--- src/rtl/lut_multiplier_seq.sv ---
// ---------------------------------------------------------------------------
// lut_multiplier_seq
//
// Iterative unsigned multiplier built around a small table of multiples of A.
// Once an operand pair is accepted, the block fills a table with 0*A, 1*A, ...
// (2^DIGIT_W-1)*A, writing one entry per cycle. It then walks B one DIGIT_W-bit
// digit per cycle, least significant digit first. On each step it adds the
// selected table entry, shifted to that digit's weight, into the accumulator.
// Both sides use valid/ready handshakes. The block holds only one operation
// at a time.
//
// Parameters
//   A_W        width of multiplicand A
//   B_W        width of multiplier B (a multiple of DIGIT_W)
//   DIGIT_W    bits of B consumed per accumulate cycle (1..6)
//   EARLY_EXIT 1: stop once the remaining B digits are all zero; 0: fixed latency
//
// Ports
//   clk        rising-edge clock
//   resetn     asynchronous reset, active HIGH despite the name
//   in_valid   operand pair valid
//   in_ready   block can accept operands (IDLE only)
//   src_a      multiplicand
//   src_b      multiplier
//   out_valid  result valid (DONE only)
//   out_ready  consumer accepts result
//   result     full-width product, registered, held until the next DONE or reset
//   busy       high while building the table or accumulating
// ---------------------------------------------------------------------------
module lut_multiplier_seq #(
    parameter int A_W        = 32,
    parameter int B_W        = 32,
    parameter int DIGIT_W    = 4,
    parameter int EARLY_EXIT = 1
) (
    input  logic                 clk,
    input  logic                 resetn,
    input  logic                 in_valid,
    output logic                 in_ready,
    input  logic [A_W-1:0]       src_a,
    input  logic [B_W-1:0]       src_b,
    output logic                 out_valid,
    input  logic                 out_ready,
    output logic [A_W+B_W-1:0]   result,
    output logic                 busy
);

    localparam int NDIG  = B_W / DIGIT_W;
    localparam int LUT_D = 1 << DIGIT_W;
    localparam int E_W   = A_W + DIGIT_W;
    localparam int P_W   = A_W + B_W;
    localparam int I_W   = (NDIG > 1) ? $clog2(NDIG) : 1;

    // Reject illegal configurations at elaboration time.
    if (DIGIT_W < 1 || DIGIT_W > 6) begin : g_bad_digit_w
        $error("lut_multiplier_seq: DIGIT_W must be in 1..6");
    end
    if ((B_W % DIGIT_W) != 0) begin : g_bad_b_w
        $error("lut_multiplier_seq: B_W must be a multiple of DIGIT_W");
    end

    typedef enum logic [1:0] {
        S_IDLE  = 2'd0,
        S_BUILD = 2'd1,
        S_ACC   = 2'd2,
        S_DONE  = 2'd3
    } state_t;

    state_t               state;
    state_t               state_next;

    logic [A_W-1:0]       a_reg;
    logic [B_W-1:0]       b_rem;          // B shifted right as digits are consumed
    logic [E_W-1:0]       lut [LUT_D];
    logic [P_W-1:0]       acc;
    logic [P_W-1:0]       result_reg;
    logic [DIGIT_W-1:0]   k;              // next table entry to write
    logic [I_W-1:0]       i;              // current digit index

    logic [DIGIT_W-1:0]   digit;
    logic [B_W-1:0]       b_upper;
    logic [P_W-1:0]       term;
    logic [P_W-1:0]       acc_sum;
    logic                 last_digit;
    logic                 build_last;

    // Datapath for the accumulate step. Because the product fits in P_W bits,
    // shifting the table entry left never drops a significant bit.
    assign digit      = b_rem[DIGIT_W-1:0];
    assign b_upper    = b_rem >> DIGIT_W;
    assign term       = P_W'(lut[digit]) << (int'(i) * DIGIT_W);
    assign acc_sum    = acc + term;
    assign build_last = &k;
    assign last_digit = (i == I_W'(NDIG - 1)) ||
                        ((EARLY_EXIT != 0) && (b_upper == '0));

    assign result = result_reg;

    // Next-state and handshake outputs
    always_comb begin
        state_next = state;
        in_ready   = 1'b0;
        out_valid  = 1'b0;
        busy       = 1'b0;
        case (state)
            S_IDLE: begin
                in_ready = 1'b1;
                if (in_valid) begin
                    state_next = S_BUILD;
                end
            end
            S_BUILD: begin
                busy = 1'b1;
                if (build_last) begin
                    state_next = S_ACC;
                end
            end
            S_ACC: begin
                busy = 1'b1;
                if (last_digit) begin
                    state_next = S_DONE;
                end
            end
            S_DONE: begin
                out_valid = 1'b1;
                if (out_ready) begin
                    state_next = S_IDLE;
                end
            end
            default: state_next = S_IDLE;
        endcase
    end

    // State register and datapath registers
    always_ff @(posedge clk or posedge resetn) begin
        if (resetn) begin
            state      <= S_IDLE;
            a_reg      <= '0;
            b_rem      <= '0;
            acc        <= '0;
            result_reg <= '0;
            k          <= '0;
            i          <= '0;
            for (int n = 0; n < LUT_D; n++) begin
                lut[n] <= '0;
            end
        end else begin
            state <= state_next;
            case (state)
                S_IDLE: begin
                    if (in_valid) begin
                        a_reg  <= src_a;
                        b_rem  <= src_b;
                        lut[0] <= '0;
                        acc    <= '0;
                        k      <= DIGIT_W'(1);
                        i      <= '0;
                    end
                end
                S_BUILD: begin
                    // Each entry is the previous one plus A, so no multiplier is needed.
                    lut[k] <= lut[k - DIGIT_W'(1)] + E_W'(a_reg);
                    k      <= k + DIGIT_W'(1);
                    i      <= '0;
                end
                S_ACC: begin
                    acc   <= acc_sum;
                    b_rem <= b_upper;
                    i     <= i + I_W'(1);
                    if (last_digit) begin
                        result_reg <= acc_sum;
                    end
                end
                default: begin
                end
            endcase
        end
    end

endmodule

--- config.mk ---
export PLATFORM = sky130hd
export DESIGN_NAME = lut_multiplier_seq
export DESIGN_NICKNAME = d
export VERILOG_FILES = /design/src/rtl/lut_multiplier_seq.sv
export SDC_FILE = /design/constraint.sdc
export NUM_CORES = 2
export LEC_CHECK = 0
export ABC_AREA = 1
export BUFFER_PORTS_ARGS = -buffer_cell sky130_fd_sc_hd__buf_2
export CORE_MARGIN = 4
export CORE_UTILIZATION = 50
export DETAILED_ROUTE_END_ITERATION = 12
export PLACE_DENSITY = 0.66
export SETUP_SLACK_MARGIN = 0.4
export SLEW_MARGIN = 25
export SYNTH_ARGS = -nofsm -noshare
export SYNTH_HDL_FRONTEND = slang
export SYNTH_SLANG_ARGS = --single-unit
--- constraint.sdc ---
create_clock -name clk -period 29.6 [get_ports clk]
set_input_delay 1.48 -clock clk [delete_from_list [all_inputs] [get_ports clk]]
set_output_delay 1.48 -clock clk [all_outputs]
set_load 0.02 [all_outputs]
[Word level (Yosys, flattened, before mapping)]
Cells that the tools add are included.
Storage, ports and cells
  input bits: 68
  logic and storage cells: 86
  bits in registers: 777
  output and inout bits: 67
Operators by class
  $add $sub $neg: 5
  order comparisons: 4
  reductions and logical operators: 15
  bitwise logic cells: 3
  eq/ne operators: 8
  shift-type cells: 1
  multiplexer cells: 27
Operators by type and width (number)
  576-bit bitwise mux: 1
  36-bit binary-select mux with 4-bit select: 2
  36-bit 2-to-1 mux: 6
  36-bit demux with 4-bit select: 1
  64-bit case mux with 2 select lines: 1
  36-bit case mux with 2 select lines: 1
  64-bit adder: 1
  64-bit 2-to-1 mux: 1
  32-bit case mux with 2 select lines: 1
  36-bit by 5-bit << shifter with 64-bit output: 1
  36-bit by 32-bit adder with 36-bit output: 1
  32-bit logical NOT: 1
  32-bit 2-to-1 mux: 1
  5-bit >= comparator, second input constant: 3
  4-bit NOT with 5-bit output: 3
  2-bit AND reduction: 5
  3-bit case mux with 3 select lines: 1
  2-bit 2-to-1 mux: 4
  2-bit inequality test, second input constant: 4
  2-bit case mux with 4 select lines: 1
  4-bit case mux with 2 select lines: 1
  4-bit AND reduction: 2
  5-bit by 1-bit < comparator with 1-bit output, second input constant: 1
  4-bit by 1-bit adder with 4-bit output, second input constant: 1
  other kinds (14): 18

[Depth between registers and ports, before layout]
  depth in word-level cells: 8
  depth in mapped cells: 33
  depth with buffers taken out: 27

[Worst setup path before layout]
Ideal clock, no wire load.
  kind: register to register
  from: reg k[0]
  to: reg lut[164] (netlist name)
  path buffers: 9
  stages on the path, launching flop included: 32
  required time: 29.466 ns
  data arrival time: 4.880 ns
  path slack: 24.587 ns
  setup time: 0.134 ns
  clock period less this slack: 5.013 ns
  cell sequence: dfrtp_1 -> buf_4 -> inv_4 -> buf_2 -> clkbuf_1 -> clkbuf_1 -> ha_1 -> inv_1 -> buf_4 -> buf_2 -> buf_2 -> buf_2 -> a21oi_1 -> o21ai_0 -> o21ai_0 -> o221ai_1 -> nand2_1 -> inv_1 -> ha_1 -> inv_1 -> fa_1 -> inv_1 -> nand3_1 -> nand2_1 -> nand2_1 -> nand2_2 -> a21oi_4 -> o21ai_2 -> a21oi_1 -> xor2_1 -> clkbuf_2 -> o21ai_0
On the way
  word-level cells in the longest chain between the ends: 7
  elaborated cells on any way between the ends: 13
  classes of those cells: add/sub (2); order compare (2); mux (6); bitwise (2); reduce/logical (1)
RTL lines
  start: declaration: line 77  | logic [DIGIT_W-1:0] k;
  start signal: assignment: line 163  | k <= k + DIGIT_W'(1);
  4-bit by 1-bit subtractor with 4-bit output: line 162  | lut[k] <= lut[k - DIGIT_W'(1)] + E_W'(a_reg);
  4-bit NOT with 5-bit output (not written as such): line 162
  36-bit binary-select mux with 4-bit select: line 162
  36-bit 2-to-1 mux (not written as such) (2 in a row): line 162
  36-bit by 32-bit adder with 36-bit output: line 162
  576-bit bitwise mux *: line 162
  end signal: indexed assignment: line 162
  end: declaration: line 74  | logic [E_W-1:0] lut [LUT_D];
Every way passes the cells marked *; elsewhere a longest branch is shown, timed or not. The select of a mux whose other input is x is not followed.
A chain may end at the register's enable or synchronous reset.

[Worst setup path after layout]
  from: reg k[0]
  to: reg lut[392] (netlist name)
The elaborated chain is that of the path after synthesis.

==> impl_summary.md <==
Timing
Headroom to the max-slew limit came out at 21.87%. Setup slack on the critical path of the routed design comes to 21.87 ns. Setup violations remaining at the end of the flow were counted as 0. The final hold slack is 0.4727 ns. Setup repair after global routing left no endpoint under its margin.

The number of failing hold endpoints at the final stage is 0. The final critical path time including I/O delays and setup is 7.732 ns. For this run, the top clock speed supported by timing is 129.3 MHz. The sum of negative setup slack is 0 ns. The portion of the clock cycle consumed by the worst path in the final layout is 26.12%. The clock arrives with 0.01974 ns of skew. For the pin with the worst max-slew slack, the measured transition is 1.172 ns. The max-slew violation count came to 0.

GRT
The maximum number of pins on one net before global-route repair is 210. The met1 track demand over resource in global routing is 48.72%. Global routing used 6.621% of the available met3 tracks. The initial antenna violation count is 4.

The via count of the first global-routing pass is 43420. The global route total overflow is 0. The most congested layer reported by global routing is met2.

The total routing resource utilization after global routing is 35.62%. For met2 alone, demand over resource in global routing was 54.51%. The global-route wire length before repair is 272600 µm.

Detailed routing
The ratio of routed vias to standard cells is 5.997. The total via count after detailed routing is 47346. The detailed router finished its first iteration with 5863 violations.

The number of nets with antenna violations after detailed routing is 0. The detailed-route wire length per cell is 22.95 µm. Summed over all layers, the routed wires come to 181200 µm. The number of optimization iterations in the first detailed-route pass is 6.

In the routed design, unresolved DRC markers number 0.

Logic synthesis
The share of the yosys chip area belonging to registers is 40.80%. Ranked by instance count, the synthesized netlist is headed by 1730 x sky130_fd_sc_hd__nand2_1, 1072 x sky130_fd_sc_hd__o21ai_0, 777 x sky130_fd_sc_hd__dfrtp_1. The most used standard cell by instance count after synthesis is sky130_fd_sc_hd__nand2_1. Counting flops with a built-in enable in the synthesized netlist gives 0. Synthesis inferred 777 register bits. The proportion of synthesized flip-flops having asynchronous set or reset is 100.0%. The area fraction of the dominant cell type after synthesis is 40.80%. Counting distinct cell types in the post-synthesis netlist gives 55. Counting every net in the synthesized netlist gives 6897. By area the synthesized netlist is led by sky130_fd_sc_hd__dfrtp_1 41%, sky130_fd_sc_hd__nand2_1 14%, sky130_fd_sc_hd__o21ai_0 11%. The mean post-synth cell area is 7.090 µm². Counting every instance in the synthesized netlist gives 6721. The commonest register cell after synthesis is sky130_fd_sc_hd__dfrtp_1. For this run, the number of Yosys warnings is 0. The cell type with the highest aggregate area in the netlist is sky130_fd_sc_hd__dfrtp_1. The synthesized area is 47650 µm².

Floorplanning
The die extent in x is 316.7 µm. The number of placement rows is 112. The die footprint is 100300 µm². The height of the chip is 316.7 µm. The starting density of the core is 50.75%. The core region is 93890 µm².

For this design the top-level I/O count stands at 135.

Cells and area
The filler cell count is 9151. The relative area change from synthesis to final layout is 8.602%. The flip-flop count of the largest register after layout is 576.

The number of nets in the finished design is 6753. Cells with a size suffix above 1 make up 7.033% of the layout.

CTS
The source-to-sink clock delay at the later pin of the worst-skew pair is 0.68 ns. The clock buffer count from CTS is 87. In this run the number of H-tree levels came out at 3.

The clock root buffer is sky130_fd_sc_hd__clkbuf_16. The hold-fix buffer count after cts is 0. The clock sink total is 777. The post-cts repair resize count is 0.

Clock-pin slew was measured on the worst setup and hold paths at 0.07 ns. The largest buffer count on any clock path is 3. The post-CTS setup buffer count is 0. TritonCTS built the clock tree.

Placement
Prior to clock tree synthesis, the placed netlist has a worst setup slack of 22.22 ns. The placer's final routability congestion estimate is 1.015. The HPWL reported at the end of detailed placement is 117400 µm.

Port buffering added 134 buffers.

Setup path
The worst setup path is launched from a flip-flop. The length in cells of the worst reg-to-reg path is 22. In this run the worst path has a maximum fanout of 69. The endpoint required time on the critical path is 30.13 ns. For the worst setup path, the data arrival time is 8.27 ns. The setup path with the least slack is of type reg -> reg. The worst setup path is captured at a flip-flop.

Status
The flow ran to the end, and the final reports show no timing, DRC or antenna violations.

Min path
The worst hold path passes through 2 cells. In this run the worst hold path is classified as reg -> reg.

Flow run
The number of max-cap violations is 0.
## layout make-up
cell class,count,area (µm²),area share [%]
antenna,1,2.502,0.004836
clock buffer,116,2446,4.727
clock inverter,36,407.9,0.7882
inverter,613,2317,4.478
multi-input combinational,4865,24090,46.55
sequential,777,19460,37.60
tap,1254,1569,3.032
timing repair buffer,233,1459,2.819
## cell usage in the layout (no fill, tap or decap), types with 87 or more instances in the layout
master                         n
sky130_fd_sc_hd__buf_2       134
sky130_fd_sc_hd__nand3_1     636
sky130_fd_sc_hd__buf_4        94
sky130_fd_sc_hd__nor2_1      293
sky130_fd_sc_hd__ha_1        104
sky130_fd_sc_hd__clkbuf_16    87
sky130_fd_sc_hd__a21oi_1     493
sky130_fd_sc_hd__nand2_1    1729
sky130_fd_sc_hd__inv_1       584
sky130_fd_sc_hd__o211ai_1    233
sky130_fd_sc_hd__dfrtp_1     772
sky130_fd_sc_hd__o21ai_0    1071
## path summary, 6_finish.rpt
| check | startpoint | slack (ns) | to |
|---|---|---|---|
| max | k[0]$_DFFE_PP0P_ | 21.87 | lut[392]$_DFFE_PP0P_ |
| min | result[60]$_DFFE_PP0P_ | 0.47 | result[60]$_DFFE_PP0P_ |
| max reg2reg | k[0]$_DFFE_PP0P_ | 21.87 | lut[392]$_DFFE_PP0P_ |
| min reg2reg | result[60]$_DFFE_PP0P_ | 0.47 | result[60]$_DFFE_PP0P_ |
| max in group asynchronous | resetn | 24.93 | lut[123]$_DFFE_PP0P_ |
| min in group asynchronous | resetn | 0.91 | b_rem[9]$_DFFE_PP0P_ |
## cells by family (layout without fill, tap and decap cells)
family	Yosys count	in the layout	synth area share, %
other	0	1	0
DFF	777	777	40.80
xor gates and xnor gates	48	48	0.9138
buffers and inverters	1079	998	8.949
AOI/OAI and AO/OA	1914	1914	21.96
adders and majority gates	108	108	2.867
muxes	17	17	0.3571
and+or+nand+nor	2778	2778	24.15
## critical path, stage by stage (launching register included)
cell	delay [ns]
sky130_fd_sc_hd__dfrtp_4	0.72
sky130_fd_sc_hd__inv_4	0.40
sky130_fd_sc_hd__buf_4	0.74
sky130_fd_sc_hd__ha_4	0.39
sky130_fd_sc_hd__inv_6	0.31
sky130_fd_sc_hd__buf_4	0.68
sky130_fd_sc_hd__buf_4	0.76
sky130_fd_sc_hd__o21ai_0	0.19
sky130_fd_sc_hd__a21oi_1	0.16
sky130_fd_sc_hd__o221ai_1	0.17
sky130_fd_sc_hd__nand2_1	0.19
sky130_fd_sc_hd__inv_1	0.06
sky130_fd_sc_hd__ha_1	0.36
sky130_fd_sc_hd__a21oi_2	0.17
sky130_fd_sc_hd__nand2_1	0.10
sky130_fd_sc_hd__nand2_1	0.08
sky130_fd_sc_hd__nand2_2	0.11
sky130_fd_sc_hd__a21oi_4	0.25
sky130_fd_sc_hd__o21ai_2	0.12
sky130_fd_sc_hd__nand3_1	0.23
sky130_fd_sc_hd__nand4_1	0.75
sky130_fd_sc_hd__nand3_1	0.28
sky130_fd_sc_hd__o21ai_0	0.11
## per-stage QoR
stage	cell area, µm²	std cells	util, %
after floorplan	47650	6721	-
after global placement	48790	7740	51.97
after detailed placement	48850	7741	52.03
after CTS	51700	7893	55.07
after global routing	51750	7894	55.11
final	51750	7895	55.12
## metal layers
layer | part of all wire (%) | routed length [µm]
met1 | 41 | 74230
met3 | 9.7 | 17650
met5 | 0.024 | 43
met2 | 44 | 78940
met4 | 5.7 | 10300
Power is not shown: default switching activity piles up to over one toggle a cycle in this logic, so the estimate is an artifact.
